### src/rtl/voice_mix_pkg.sv
// voice_mix_pkg: shared FSM encoding, product width and the 8-bit saturate/offset-binary helper.
package voice_mix_pkg;
  typedef enum logic [1:0] {IDLE, READ, FINISH} state_t;
  localparam int PROD_W = 13;
  function automatic logic [7:0] sat_ob(input logic signed [31:0] v);
    logic signed [31:0] c;
    c = v > 32'sd127 ? 32'sd127 : v < -32'sd128 ? -32'sd128 : v;
    return {~c[7], c[6:0]};
  endfunction
endpackage

### src/rtl/voice_mac.sv
// voice_mac: registered signed sample x unsigned volume multiply-accumulate with clear and enable.
module voice_mac import voice_mix_pkg::*; #(
  parameter int ACC_W = 16
) (
  input  logic                    clk,
  input  logic                    rst_n,
  input  logic                    clr,
  input  logic                    en,
  input  logic signed [7:0]       a,
  input  logic [3:0]              b,
  output logic signed [ACC_W-1:0] acc
);
  logic signed [PROD_W-1:0] prod;
  assign prod = a * $signed({1'b0, b});
  always_ff @(posedge clk or negedge rst_n)
    if (!rst_n) acc <= '0;
    else if (clr) acc <= '0;
    else if (en) acc <= acc + ACC_W'(prod);
endmodule

### src/rtl/voice_mixer8.sv
// voice_mixer8: sequences voice reads through one shared MAC and emits a saturated offset-binary mix per tick.
module voice_mixer8 import voice_mix_pkg::*; #(
  parameter int VOICES = 8,
  parameter int SHIFT  = 6,
  parameter int SEL_W  = 3
) (
  input  logic             clk,
  input  logic             rst_n,
  input  logic             sample_tick,
  output logic [SEL_W-1:0] voice_sel,
  input  logic [7:0]       voice_data,
  input  logic [3:0]       voice_vol,
  output logic [7:0]       out_data,
  output logic             out_valid,
  output logic             busy,
  output logic             overrun
);
  localparam int ACC_W = PROD_W + SEL_W;
  state_t state, state_n;
  logic rd_v, start, last, done;
  logic signed [ACC_W-1:0] acc;
  voice_mac #(.ACC_W(ACC_W)) u_mac (
    .clk(clk), .rst_n(rst_n), .clr(start), .en(rd_v),
    .a($signed(voice_data)), .b(voice_vol), .acc(acc)
  );
  // rd_v marks cycles where voice_data belongs to an index issued during READ
  always_comb begin
    start   = state == IDLE && sample_tick;
    last    = voice_sel == SEL_W'(VOICES - 1);
    done    = state == FINISH && !rd_v;
    state_n = start ? READ : state == READ && last ? FINISH : done ? IDLE : state;
  end
  always_ff @(posedge clk or negedge rst_n)
    if (!rst_n) begin
      state     <= IDLE;
      rd_v      <= 1'b0;
      voice_sel <= '0;
      busy      <= 1'b0;
      out_valid <= 1'b0;
      overrun   <= 1'b0;
      out_data  <= 8'h80;
    end else begin
      state     <= state_n;
      rd_v      <= state == READ;
      voice_sel <= state == READ && !last ? voice_sel + 1'b1 : start || done ? '0 : voice_sel;
      busy      <= start ? 1'b1 : done ? 1'b0 : busy;
      out_valid <= done;
      overrun   <= sample_tick && state != IDLE;
      if (done) out_data <= sat_ob(32'(acc >>> SHIFT));
    end
endmodule

### config.mk
export PLATFORM = sky130hd
export DESIGN_NAME = voice_mixer8
export DESIGN_NICKNAME = d
export VERILOG_FILES = /design/src/rtl/voice_mix_pkg.sv /design/src/rtl/voice_mac.sv /design/src/rtl/voice_mixer8.sv
export SDC_FILE = /design/constraint.sdc
export NUM_CORES = 1
export LEC_CHECK = 0
export ABC_CLOCK_PERIOD_IN_PS = 3900
export CORE_AREA = 4 4 98 100
export CTS_CLUSTER_DIAMETER = 150
export CTS_CLUSTER_SIZE = 14
export DETAILED_ROUTE_END_ITERATION = 10
export DIE_AREA = 0 0 102 104
export PLACE_DENSITY = 0.69
export SYNTH_ARGS = -nofsm -noshare
export SYNTH_HDL_FRONTEND = slang
export SYNTH_SLANG_ARGS = --single-unit
### constraint.sdc
create_clock -name clk -period 3.9 [get_ports clk]
set_input_delay 0.39 -clock clk [delete_from_list [all_inputs] [get_ports clk]]
set_output_delay 0.39 -clock clk [all_outputs]
set_load 0.005 [all_outputs]
==> results.ini, run 1 <==
[timing]
rsz0062_at_grt = false
hold_violations = 0
final-max-slew-violation-count = 0
finalSetupViolations = 0
finalCriticalPeriod_ns = 3.71
period_share_pct = 95.2
clock-skew-final_ns = 0.00642
max_freq_ghz = 0.269
tightest_slew_ns = 0.953
maxSlewHeadroom_pct = 36.5
worst_slack_ns = 0.187

[finish]
final_util_pct = 49.2
fin_cells = 571
final_nets = 545
n_fill_cell = 859
diodes = 0
drive_gt1_share_pct = 15.8
areaGrowthSynthToFinish_pct = 24.5

[setup_path]
arrival_ns = 3.88
required_ns = 4.07
cp_max_fo = 2
reg2reg_from = u_mac.acc[5]
cp-start-kind = flip-flop
end_kind = flip-flop
rrSetupSlack_ns = 0.19
rr_worst_depth = 15
rr_endpoint = u_mac.acc[15]
path_class = flip-flop to flip-flop

[synthesis]
synthArstFlopShare_pct = 100
yosysTopAreaCell = dfrtp_1
synth_top_cell_area_share_pct = 23.3
synthTopCellsByArea = dfrtp_1, fa_1, ha_1
yosysWarnings = 0
syn_inst = 394
synthFlopType = dfrtp_1
synth_area_mm2 = 0.00343
synth-edff-count = 0
synth_fp_nets = 477
postSynthAreaPerCell_um2 = 8.71
synth_seq_area_share_pct = 24.1
ys_types = 39
yosys_register_bits = 33

[detailed_routing]
firstDrtPassIters = 4
drc_errors = 0
ant_nets = 0
vias = 2735
drt_iter0_markers = 70
viasPerCell = 4.79
drt-total-wl_mm = 6.90
wl_per_cell_um = 12.1

[hold_path]
hp-start = busy
hp-class = flip-flop to flip-flop
whs_endpoint = busy
hold_depth = 2

[global_routing]
grt_usage_pct = 13.9
grt_pass1_wl_mm = 12.1
grt_max_degree = 34
first_global_vias = 2830
antenna_found_initial = 0
gr-total-overflow = 0

[cts]
cts_tree = done
clock_latency_ns = 0.28
numCtsBuffers = 5
clock_sink_count = 33
cts_root_buf = clkbuf_8
clkTransAtPathRegs_ns = 0.07
cts_max_level = 2
clk_path_buf_depth = 2

[placement]
dp_cells = 562
dp_hpwl_mm = 5.84
io_buffers = 28
place.gp.congestion = 0.825
dpl_worst_slack_ns = -0.688

[floorplanning]
initial_core_util_pct = 39.5
dieArea_mm2 = 0.0106
rows = 34
core_mm2 = 0.00868
die_w_um = 102
io_pins = 29
die-height_um = 104

[job]
drv_cap = 0

[status]
status = complete, no violations

==> Yosys cell counts, types with 3 or more instances <==
| cell | n |
|---|---|
| a21o_1 | 7 |
| a21oi_1 | 24 |
| and2_1 | 19 |
| buf_2 | 3 |
| clkbuf_1 | 8 |
| dfrtp_1 | 32 |
| fa_1 | 34 |
| ha_1 | 34 |
| inv_1 | 75 |
| mux2i_1 | 8 |
| nand2_1 | 42 |
| nand3_1 | 3 |
| nand4_1 | 3 |
| nor2_1 | 24 |
| nor2b_1 | 5 |
| o21ai_0 | 35 |
| xnor2_1 | 9 |
==> worst max-delay path, cell delays in order (launching register included) <==
cell,delay (ns)
dfrtp_1,0.35
inv_1,0.08
fa_1,0.53
inv_1,0.05
fa_1,0.49
inv_1,0.06
fa_1,0.53
inv_1,0.04
ha_1,0.29
a21o_1,0.19
a21oi_2,0.17
a21oi_2,0.11
o31ai_4,0.25
xnor2_2,0.15
a21oi_1,0.08
a31o_1,0.23
==> final cells by class <==
cell class	count	area, um2	share of cell area, %
clock buffers	7	96.3	2.25
clock inverters	1	5.00	0.117
inverters	76	285	6.68
multi-input cells	274	2310	54.2
flip-flops and latches	33	827	19.4
well taps	108	135	3.16
repair buffers	72	609	14.3
==> layout by cell type, fill, tap and decap left out, drive strengths merged, types with 5 or more instances in the layout <==
cell / count
nor2: 24
nand2: 42
clkdlybuf4s50: 18
o21ai: 37
dfrtp: 32
fa: 34
inv: 76
and2: 19
a21o: 8
buf: 44
a21oi: 26
xnor2: 9
mux2i: 8
dlymetal6s2s: 5
ha: 34
nor2b: 5
clkbuf: 9
==> logic make-up (layout without fill, tap and decap cells) <==
logic type | after synthesis | in the layout | share of synthesized area (%)
simple gates | 104 | 104 | 14.4
buf+inv | 87 | 156 | 9.62
compound gates | 83 | 83 | 14.5
fa+ha+maj | 68 | 68 | 32.2
flops | 33 | 33 | 24.1
xor+xnor | 11 | 11 | 2.81
mux | 8 | 8 | 2.33
==> per-stage QoR <==
step	setup TNS [ns]	area, um2	hold WS (ns)
6_report	0	4270	0.479
5_1_grt	0	4270	0.515
4_1_cts	0	4250	0.483
3_5_place_dp	-4.47	4130	0.469
3_3_place_gp	-3.76	4130	0.465
2_1_floorplan	0	3430	0.0944
==> per-layer routing <==
layer	part of all wire, %	up-vias	routed length [um]	global-route usage (%)
met2	51	27	3550	24.7
met5	0	-	0	0
li1	-	1388	-	-
met1	44	1309	3040	16.9
met3	2.7	11	188	2.75
met4	1.9	0	130	3.37
==> worst max path at each step <==
stage	cells after the start	to	from	slack (ns)
final	15	u_mac.acc[15]	u_mac.acc[5]	0.19
after global routing	18	u_mac.acc[15]	voice_data[7]	0.006
after CTS	15	u_mac.acc[15]	voice_vol[3]	0.004
after detailed placement	16	u_mac.acc[15]	voice_vol[1]	-0.69
after global placement	16	u_mac.acc[15]	voice_vol[1]	-0.56
after floorplan	15	u_mac.acc[15]	voice_data[7]	0.07
==> state kept, by name (all words and copies together), names as in the netlist <==
name	flops
u_mac.acc	16
out_data	8
voice_sel	3
state	2
busy	1
out_valid	1
overrun	1
rd_v	1
==> what timing repair did <==
item                                    in CTS  in global routing
setup buffers                                1                  0
cloned                                       0                  0
endpoints found under the setup margin       8                  8
resized for setup                           13                 14
hold buffers                                 0                  0
pin swaps                                    5                  3
Power of run 1 is left out: the tool's default activity adds up to more than one toggle a clock period on the data nets, which glitch-free logic cannot reach.
==> inputs of run 2 (changes only) <==
- ABC_AREA: unset -> 1
- CORE_AREA: 4 4 98 100 -> 4 4 99 101
- DIE_AREA: 0 0 102 104 -> 0 0 103 105
- HOLD_SLACK_MARGIN: unset -> 0.15
==> results.ini, run 2 <==
[status]
status = complete, no violations

[finish]
drive_gt1_share_pct = 8.77
largestRegisters = u_mac.acc x16, out_data x8, voice_sel x3
n_fill_cell = 896
final_common_cell = nand2_1
largest_reg_flops = 16
largest_register = u_mac.acc
fin_cells = 647
final_util_pct = 46.9
final_nets = 619
areaGrowthSynthToFinish_pct = 19.8
final_cell_mix = nand2_1, inv_1, fa_1
diodes = 0
final_cell_area_mm2 = 0.00423

[global_routing]
gr-total-overflow = 0
grt_usage_pct = 15.7
grt_pass1_wl_mm = 13.8
first_global_vias = 3062
grt_max_degree = 27
antenna_found_initial = 0

[cts]
clkTransAtPathRegs_ns = 0.06
clk_path_buf_depth = 2
numCtsBuffers = 5
cts_max_level = 2
hold_buffers = 0
clock_sink_count = 33
cts_root_buf = clkbuf_8
clock_latency_ns = 0.28
cts_tree = done

[synthesis]
synthSimpleGateAreaFrac_pct = 24.1
synth_area_mm2 = 0.00353
yosysTopAreaCell = dfrtp_1
synthAdderAreaFrac_pct = 31.3
synth_top_family_by_area = adder cells
synthTopCellsByArea = dfrtp_1, fa_1, nand2_1
synth_top_cell_area_share_pct = 22.7
synth_most_common_cell = nand2_1
synth-edff-count = 0
yosys-top-cells-count = nand2_1, inv_1, fa_1, ha_1, dfrtp_1
synth_mux_area_share_pct = 0
postSynthAreaPerCell_um2 = 7.31
ys_types = 27
syn_inst = 483
synthFlopType = dfrtp_1
synth_compound_area_share_pct = 6.17
synth_xor_area_share_pct = 0.248
yosys_register_bits = 33
synthArstFlopShare_pct = 100
yosysWarnings = 0
synth_fp_nets = 566
synth_seq_area_share_pct = 23.4

[timing]
hold_violations = 0
hold_slack_ns = 0.483
period_share_pct = 94.5
maxSlewHeadroom_pct = 24.8
finalCriticalPeriod_ns = 3.69
max_freq_ghz = 0.271
worst_slack_ns = 0.214
finalSetupViolations = 0
final-max-slew-violation-count = 0
tightest_slew_ns = 1.12
clock-skew-final_ns = 0.00622

[job]
drv_cap = 0

[setup_path]
cp-start-kind = input port
required_ns = 4.07
end_kind = flip-flop
arrival_ns = 3.85
cp_max_fo = 7
path_class = input port to flip-flop

[placement]
io_buffers = 28
place.gp.congestion = 0.861
placed_area_mm2 = 0.00409
dpl_worst_slack_ns = -0.180
dp_hpwl_mm = 6.74
dp_cells = 639

[detailed_routing]
drt_iter0_markers = 119
drc_errors = 0
vias = 3029
drt-total-wl_mm = 7.70
viasPerCell = 4.68
firstDrtPassIters = 4
wl_per_cell_um = 11.9
ant_nets = 0

[power_and_ir_drop]
ir_drop_mv = 0.287
power.leakage_uw = 0.00249
power.density_mw_per_mm2 = 930

[floorplanning]
die-height_um = 105
io_pins = 29
initial_core_util_pct = 39.1
dieArea_mm2 = 0.0108
rows = 35
core_mm2 = 0.00902
die_w_um = 103

[hold_path]
hp-class = flip-flop to flip-flop

run 2: cell types whose count changed after synthesis, sizes merged, moves of 5 or more:
cell   delta
o21ai    -19
nand3    +18
inv      +54
a21oi    -18
nand2   +107
nor2b     -5
o22ai     +6
a21o      -7
mux2i     -8
xnor2     -9
nor2      +6
and2     -18
run 2: logic make-up after synthesis:
| kind of cell | after synthesis |
|---|---|
| AOI/OAI and AO/OA | 38 |
| xor gates and xnor gates | 1 |
| adders and majority gates | 68 |
| buffers and inverters | 136 |
| DFF | 33 |
| and+or+nand+nor | 207 |
run 2: report_power, final:
part | internal, uW | leakage, uW | switching [uW]
Clock | 140 | 0.0000443 | 115
Combinational | 1340 | 0.00205 | 1690
Sequential | 522 | 0.000401 | 125
Total | 2000 | 0.00249 | 1930
run 2: repair_timing:
item / CTS / global route
endpoints found under the setup margin: 0 / 8
gates resized for setup: 0 / 9
buffers inserted: 0 / 1
run 2: layout make-up:
cell class                 instances  area (um2)  area share (%)
clock buffer                       7        86.3            2.04
inverter                         130         488            11.5
multi-input combinational        314        2220            52.4
sequential                        33         827            19.6
tap                              111         139            3.28
timing repair buffer              52         470            11.1
run 2: path summary, 6_finish.rpt:
path	slack, ns	cells past startpoint	start	endpoint
setup / recovery	0.21	19	voice_vol[0]	u_mac.acc[15]
hold / removal	0.48	2	u_mac.acc[14]	u_mac.acc[14]
setup reg to reg	0.62	17	u_mac.acc[6]	u_mac.acc[15]
hold reg to reg	0.48	2	u_mac.acc[14]	u_mac.acc[14]
max in group asynchronous	2.45	2	rst_n	u_mac.acc[9]
min in group asynchronous	0.71	1	rst_n	voice_sel[0]
run 2: critical path, stage by stage:
cell and delay, ns:
clkdlybuf4s50_1 0.55, buf_6 0.16, nand2_1 0.07, fa_1 0.50
inv_1 0.05, fa_1 0.47, inv_1 0.05, fa_1 0.53
inv_1 0.07, ha_4 0.28, nand2_1 0.09, nor2_2 0.15
nand2_1 0.08, nand3_2 0.10, nand2_1 0.08, nand2_1 0.07
nand2_1 0.04, nand3_1 0.07, nand2_1 0.05
run 2: stage by stage:
| stage | power (uW) | TNS [ns] |
|---|---|---|
| after detailed placement | 3590 | -0.733 |
| after global placement | 3520 | -0.708 |
| after floorplan | 2630 | 0 |
| after CTS | 3870 | 0 |
| final | 3930 | 0 |
| after global routing | 4460 | -0.0232 |
run 2: routing by layer:
| layer | vias up | GRT usage (%) | wire, um |
|---|---|---|---|
| li1 | 1537 | - | - |
| met1 | 1436 | 21.3 | 3590 |
| met2 | 44 | 26.5 | 3790 |
| met3 | 12 | 1.80 | 224 |
| met4 | 0 | 3.52 | 98 |
| met5 | - | 0 | 0 |
No activity file was read; power rests on OpenSTA's default activity.
